### src/rtl/uart_ram_tx.sv
// Sends wordCount 16-bit words read from a synchronous RAM over a UART line, low byte first.
// Optional trailing XOR checksum byte when UART_TX_CHECKSUM_EN is defined.
`timescale 1ns/1ps
module uart_ram_tx #(
    parameter int unsigned DELAY = 234
) (
    input  logic        clk,
    input  logic        reset,
    input  logic        start,
    input  logic [7:0]  wordCount,
    output logic [7:0]  addrRd,
    input  logic [15:0] dataIn,
    output logic        tx,
    output logic        busy,
    output logic        done
);

    localparam int unsigned CW = (DELAY > 1) ? $clog2(DELAY) : 1;
    localparam logic [CW-1:0] CNT_MAX = CW'(DELAY - 1);

    typedef enum logic [2:0] {
        IDLE,
        FETCH,
        LOAD,
        START_BIT,
        DATA_BITS,
        STOP_BIT
`ifdef UART_TX_CHECKSUM_EN
        , CHK_LOAD
`endif
    } state_t;

    state_t        state, state_n;
    logic [CW-1:0] cnt, cnt_n;
    logic [2:0]    bitidx, bit_n;
    logic [15:0]   hold, hold_n;
    logic          hi, hi_n;
    logic [7:0]    wc, wc_n;
    logic [7:0]    addr_n;
    logic          tx_n, busy_n, done_n;
    logic          tick;
`ifdef UART_TX_CHECKSUM_EN
    logic [7:0]    cksum, ck_n;
    logic          chk, chk_n;
`endif

    assign tick = (cnt == CNT_MAX);

    always_ff @(posedge clk) begin
        if (reset) begin
            state  <= IDLE;
            cnt    <= '0;
            bitidx <= '0;
            hold   <= '0;
            hi     <= 1'b0;
            wc     <= '0;
            addrRd <= '0;
            tx     <= 1'b1;
            busy   <= 1'b0;
            done   <= 1'b0;
`ifdef UART_TX_CHECKSUM_EN
            cksum  <= '0;
            chk    <= 1'b0;
`endif
        end else begin
            state  <= state_n;
            cnt    <= cnt_n;
            bitidx <= bit_n;
            hold   <= hold_n;
            hi     <= hi_n;
            wc     <= wc_n;
            addrRd <= addr_n;
            tx     <= tx_n;
            busy   <= busy_n;
            done   <= done_n;
`ifdef UART_TX_CHECKSUM_EN
            cksum  <= ck_n;
            chk    <= chk_n;
`endif
        end
    end

    always_comb begin
        state_n = state;
        cnt_n   = cnt;
        bit_n   = bitidx;
        hold_n  = hold;
        hi_n    = hi;
        wc_n    = wc;
        addr_n  = addrRd;
        tx_n    = tx;
        busy_n  = busy;
        done_n  = 1'b0;
`ifdef UART_TX_CHECKSUM_EN
        ck_n    = cksum;
        chk_n   = chk;
`endif
        case (state)
            IDLE: begin
                tx_n   = 1'b1;
                busy_n = 1'b0;
                if (start) begin
                    addr_n = '0;
                    wc_n   = wordCount;
                    if (wordCount == 8'd0) begin
                        done_n = 1'b1;
                    end else begin
                        busy_n  = 1'b1;
                        hi_n    = 1'b0;
                        state_n = FETCH;
`ifdef UART_TX_CHECKSUM_EN
                        ck_n    = '0;
                        chk_n   = 1'b0;
`endif
                    end
                end
            end
            FETCH: state_n = LOAD;
            LOAD: begin
                hold_n  = dataIn;
                tx_n    = 1'b0;
                cnt_n   = '0;
                state_n = START_BIT;
`ifdef UART_TX_CHECKSUM_EN
                ck_n    = cksum ^ dataIn[7:0] ^ dataIn[15:8];
`endif
            end
`ifdef UART_TX_CHECKSUM_EN
            START_BIT, CHK_LOAD: begin
`else
            START_BIT: begin
`endif
                if (tick) begin
                    cnt_n   = '0;
                    tx_n    = hold[0];
                    hold_n  = {1'b0, hold[15:1]};
                    bit_n   = '0;
                    state_n = DATA_BITS;
                end else begin
                    cnt_n = cnt + 1'b1;
                end
            end
            DATA_BITS: begin
                if (tick) begin
                    cnt_n = '0;
                    if (bitidx == 3'd7) begin
                        tx_n    = 1'b1;
                        state_n = STOP_BIT;
                    end else begin
                        tx_n   = hold[0];
                        hold_n = {1'b0, hold[15:1]};
                        bit_n  = bitidx + 3'd1;
                    end
                end else begin
                    cnt_n = cnt + 1'b1;
                end
            end
            STOP_BIT: begin
                if (tick) begin
                    cnt_n = '0;
                    // after the low byte, the high byte already sits in hold[7:0]
                    if (!hi) begin
                        hi_n    = 1'b1;
                        tx_n    = 1'b0;
                        state_n = START_BIT;
                    end else if (addrRd != wc - 8'd1) begin
                        hi_n    = 1'b0;
                        addr_n  = addrRd + 8'd1;
                        state_n = FETCH;
                    end else begin
`ifdef UART_TX_CHECKSUM_EN
                        if (!chk) begin
                            chk_n   = 1'b1;
                            hold_n  = {8'h00, cksum};
                            tx_n    = 1'b0;
                            state_n = CHK_LOAD;
                        end else begin
                            busy_n  = 1'b0;
                            done_n  = 1'b1;
                            state_n = IDLE;
                        end
`else
                        busy_n  = 1'b0;
                        done_n  = 1'b1;
                        state_n = IDLE;
`endif
                    end
                end else begin
                    cnt_n = cnt + 1'b1;
                end
            end
            default: state_n = IDLE;
        endcase
    end

endmodule
### config.mk
export PLATFORM = sky130hd
export DESIGN_NAME = uart_ram_tx
export DESIGN_NICKNAME = d
export VERILOG_FILES = /design/src/rtl/uart_ram_tx.sv
export SDC_FILE = /design/constraint.sdc
export NUM_CORES = 1
export LEC_CHECK = 0
export CAP_MARGIN = 20
export CORE_ASPECT_RATIO = 1.5
export CORE_UTILIZATION = 30
export DETAILED_ROUTE_END_ITERATION = 7
export GPL_TIMING_DRIVEN = 1
export SLEW_MARGIN = 20
export SYNTH_ARGS = -nofsm -noshare
export SYNTH_HDL_FRONTEND = slang
export SYNTH_SLANG_ARGS = --single-unit
### constraint.sdc
create_clock -name clk -period 5.7 [get_ports clk]
set_input_delay 0.57 -clock clk [delete_from_list [all_inputs] [get_ports clk]]
set_output_delay 0.57 -clock clk [all_outputs]
set_load 0.01 [all_outputs]
## After elaboration in Yosys (flattened, before gate mapping)

Cells that the tools add are included.

- Flip-flop bits (word level): 50
- Input port bits: 27
- Output and inout bits: 11
- Word-level logic and storage cells: 96

- Add/sub/neg operators: 4
- Equality and inequality tests: 19
- Mux-type cells: 47
- Reductions and logical operators: 16

Operators with widths:

| cell | count |
|---|---|
| 16-bit two-way mux | 3 |
| 16-bit one-hot mux with 3 select lines | 1 |
| 8-bit two-way mux | 5 |
| 8-bit one-hot mux with 2 select lines | 2 |
| 3-bit two-way mux | 9 |
| 2-bit != test (second input constant) | 11 |
| 1-bit two-way mux | 20 |
| 3-bit one-hot mux with 6 select lines | 1 |
| 8-bit by 1-bit adder with 8-bit output (second input constant) | 2 |
| 4-bit AND reduction | 4 |
| 5-bit AND reduction | 2 |
| 3-bit == test (second input constant) | 3 |
| 8-bit == test (second input constant) | 1 |
| 8-bit zero test | 1 |
| 8-bit != test | 1 |
| 8-bit by 1-bit subtractor with 8-bit output (second input constant) | 1 |
| 3-bit by 2-bit == test with 1-bit output (second input constant) | 2 |
| 1-bit one-hot mux with 2 select lines | 3 |
| 3-bit one-hot mux with 2 select lines | 1 |
| 6-bit AND reduction | 1 |
| 2-bit nonzero test | 3 |
| 1-bit one-hot mux with 5 select lines | 1 |
| 5-bit nonzero test | 1 |
| 3-bit by 1-bit adder with 3-bit output (second input constant) | 1 |
| other kinds (6) | 6 |

## Longest topological paths before layout

- Word-level depth: 6
- Mapped depth: 10
- Depth with buffers taken out: 9

## Worst setup path after synthesis

OpenSTA, ideal clock, no wires.

- Path type: register to register
- Start: register wc[1]
- End: register addrRd[6]
- Setup time: 0.066 ns
- Arrival time: 2.160 ns
- Setup slack: 3.474 ns
- Stages on the path, launching flop included: 10
- Path through: dfxtp_1 inv_1 ha_1 and2_1 a21boi_1 o31ai_2 nor4_4 a21o_2 or3_4 a21boi_2

- Word-level cells in the longest chain between the ends: 4

Ends and longest elaborated chain:

| what | RTL line | RTL |
|---|---|---|
| start, declared | 38 | `logic [7:0] wc, wc_n;` |
| start signal, assigned | 71 | `wc <= wc_n;` |
| 8-bit by 1-bit subtractor with 8-bit output | 166 | `end else if (addrRd != wc - 8'd1) begin` |
| 8-bit != test | 166 |  |
| 2-bit != test (no source line) | - |  |
| 5-bit AND reduction (no source line) | - |  |
| end signal, assigned | 72 | `addrRd <= addr_n;` |
| end, declared | 11 | `output logic [7:0] addrRd,` |

Every way passes these cells.
A chain may end at the register's enable or synchronous reset.

## Final worst setup path

- Start: register state[2]
- End: register cnt[6]

- Word-level cells in the longest chain between the ends: 3

Ends and longest elaborated chain:

| what | RTL line | RTL |
|---|---|---|
| start, declared | 33 | `state_t state, state_n;` |
| start signal, assigned | 66 | `state <= state_n;` |
| 3-bit == test / 3-bit by 2-bit == test with 1-bit output (equally long branches) | 98 | `case (state)` |
| 3-bit OR reduction (no source line) | - |  |
| 8-bit one-hot mux with 2 select lines / 2-bit nonzero test (equally long branches) | - |  |
| end signal, assigned | 67 | `cnt <= cnt_n;` |
| end, declared | 34 | `logic [CW-1:0] cnt, cnt_n;` |

Parallel ways exist; a longest one is shown, timed or not.

==> impl_metrics.tcl <==
set metrics [dict create \
    finalCritPeriodShare 0.525 \
    dieArea_mm2 0.00965 \
    via_per_inst 5.15 \
    dp_hpwl_mm 4.44 \
    wl_mm 6.22 \
    yosys-top-cells-area "dfxtp_1, a21oi_1, nor2_1" \
    die_y_um 120 \
    power_frac_seq 0.436 \
    cts_max_path_buffers 2 \
    async_reset_ff_frac 0 \
    arrival_ns 3.21 \
    syn_nets 381 \
    fin_util 0.379 \
    hold_viol 0 \
    die_x_um 80.5 \
    preCtsSetupSlack_ns 2.68 \
    stdcell_count 485 \
    power_density_mw_per_mm2 265 \
    maxSlewHeadroom 0.291 \
    holdPathEnd "bitidx[2]$_SDFFE_PP0P_" \
    regToRegEndpoint "cnt[6]$_SDFFE_PP0P_" \
    period_needed_ns 2.99 \
    postCtsHoldBufs 0 \
    synth.distinct_cells 53 \
    p_sw_mw 0.244 \
    cts-resized-gates 0 \
    drive_gt1_frac 0.0747 \
    clk_pin_slew_worst_paths_ns 0.07 \
    dr.pass1.iters 4 \
    min_path_cells 2 \
    total_power_mw 0.892 \
    antenna_found_initial 0 \
    root_buffer "clkbuf_16" \
    rr_startpoint "state[2]$_SDFFE_PP0P_" \
    detail-route-antenna-nets 0 \
    syn_to_final_growth_pct 21.2 \
    setup_violations 0 \
    drt_iter0_markers 73 \
    numCtsBuffers 5 \
    max_freq_mhz 334 \
    grt_max_degree 49 \
    syn_inst 348 \
    vdd_drop_max_v 0.000156 \
    crit_path_start_kind "flip-flop" \
    grt_pass1_wl_mm 10.5 \
    syn-cell-area_mm2 0.00278 \
    maxCapViolations 0 \
    yosysTopAreaCell "dfxtp_1" \
    crit_type "reg -> reg" \
    internal_power_mw 0.648 \
    outcome "finished clean" \
    synth_top_cell_area_share 0.361 \
    hold_slack_ns 0.465 \
    power_frac_comb 0.171 \
    yosysSeqAreaShare 0.361 \
    path_max_fanout 17 \
    rows 42 \
    synth-edff-count 0 \
    grt_pass1_vias 2301 \
    p_clk_frac 0.393 \
    initial_core_util 0.312 \
    finalMaxSlewViolations 0 \
    cts.sinks 50 \
    timing.final.ws_setup_ns 2.71 \
    p_leak_nw 1.17 \
    synth-warning-count 0 \
    post_cts_buffers 0 \
    io_buffers 37 \
    synth-seq-cells 50 \
    routabilityCongestion 0.806 \
    antenna_cells 0 \
    switching_share 0.273 \
    synth_area_per_cell_um2 7.97 \
    clock_skew_ns 0.00551 \
    reg2reg_depth 5 \
    r2r_setup_slack_ns 2.71 \
    dp.cells 477 \
    fp.coreArea_mm2 0.00888 \
    clock_latency_ns 0.29 \
    tightestPinTransition_ns 1.06 \
    hold_path_class "reg -> reg" \
    synthFlopType "dfxtp_1" \
    gr-total-overflow 0 \
    htreeDepth 2 \
    crit_required_ns 5.92 \
    critPathCaptureType "flip-flop" \
    cts_tree "built" \
    rsz0062_at_grt "no" \
    grt_usage 0.137 \
    fin_area_mm2 0.00336 \
    placed_cell_area_mm2 0.00319 \
    totalNegativeSetupSlack_ns 0 \
    io_pins 38 \
    wl_per_cell_um 12.8 \
    drcViolationCount 0 \
    hp-start "bitidx[2]$_SDFFE_PP0P_" \
    nNetsFinal 407 \
    via_count 2499 \
]
-- layout make-up --
type	count	area, um2
fill	917	5520
multi-input combinational	269	1630
sequential	50	1000
timing repair buffer	39	385
tap	110	138
clock buffer	5	125
clock inverter	3	47.5
inverter	9	33.8
-- how the worst max path moves through the flow --
| stage | start | to | slack (ns) | cells after the start |
|---|---|---|---|---|
| finish | state[2]$_SDFFE_PP0P_ | cnt[6]$_SDFFE_PP0P_ | 2.71 | 5 |
| global placement | state[2]$_SDFFE_PP0P_ | cnt[6]$_SDFFE_PP0P_ | 2.77 | 5 |
| CTS | state[2]$_SDFFE_PP0P_ | cnt[6]$_SDFFE_PP0P_ | 2.63 | 5 |
| floorplan | wc[1]$_SDFFE_PP0P_ | addrRd[6]$_SDFFE_PP0P_ | 3.47 | 9 |
| detailed placement | state[2]$_SDFFE_PP0P_ | cnt[6]$_SDFFE_PP0P_ | 2.68 | 5 |
| global route | state[2]$_SDFFE_PP0P_ | cnt[6]$_SDFFE_PP0P_ | 2.47 | 5 |
-- cell families after synthesis --
kind of cell	Yosys count	share of synthesized area
adder cells (fa/ha/maj)	6	0.0271
AND/OR/NAND/NOR	149	0.280
flip-flops	50	0.361
XOR/XNOR	10	0.0316
AO/OA/AOI/OAI	88	0.190
buffers and inverters	29	0.0527
multiplexers	16	0.0577
-- registers in the layout, indices dropped and copies added (netlist names) --
name / count
addrRd: 8
bitidx: 3
busy: 1
cnt: 8
done: 1
hi: 1
hold: 16
state: 3
tx: 1
wc: 8
-- worst max-delay path, stage by stage (launching register included) --
cell and delay (ns):
dfxtp_1 0.55, nand2b_1 0.25, o22ai_2 0.88, o21ai_1 0.59, or3_1 0.50, a21oi_1 0.15
-- synth_stat cells, types with 3 or more instances --
cell type	n
nor2_1	55
dfxtp_1	50
a21oi_1	48
nand2_1	36
mux2i_1	16
clkbuf_1	12
o21ai_0	10
inv_1	9
xnor2_1	9
nand3_1	7
ha_1	6
nand4_1	6
nor3_1	6
o21ai_1	6
nor2b_1	5
nor4_1	5
a31oi_1	4
and3_1	4
nor3b_1	4
or3_1	4
and2_1	3
buf_2	3
buf_6	3
-- per-layer routing --
metal / GRT usage / up-vias / part of all wire
li1: - / 1280 / -
met1: 0.152 / 1160 / 0.43
met4: 0.0636 / 0 / 0.024
met2: 0.245 / 47 / 0.52
met3: 0.0266 / 12 / 0.027
met5: 0 / - / 0
-- cells in the final DEF, fill, tap and decap left out, types with 5 or more instances in the layout --
| cell type | n |
|---|---|
| clkbuf_16 | 5 |
| dfxtp_1 | 50 |
| o21ai_1 | 6 |
| nor3_1 | 6 |
| ha_1 | 6 |
| clkdlybuf4s50_1 | 37 |
| nand4_1 | 6 |
| o21ai_0 | 10 |
| nand3_1 | 7 |
| nor2b_1 | 5 |
| inv_1 | 9 |
| xnor2_1 | 9 |
| a21oi_1 | 48 |
| nor4_1 | 5 |
| nand2_1 | 36 |
| nor2_1 | 55 |
| mux2i_1 | 16 |
-- power by group through the flow --
stage,Clock (mW),Combinational (mW),Sequential [mW]
3_3_place_gp,0,0.151,0.397
2_1_floorplan,0,0.115,0.388
3_5_place_dp,0,0.153,0.397
5_1_grt,0.378,0.170,0.392
4_1_cts,0.363,0.154,0.389
6_report,0.351,0.152,0.389
Power figures use the tool's default switching activity.
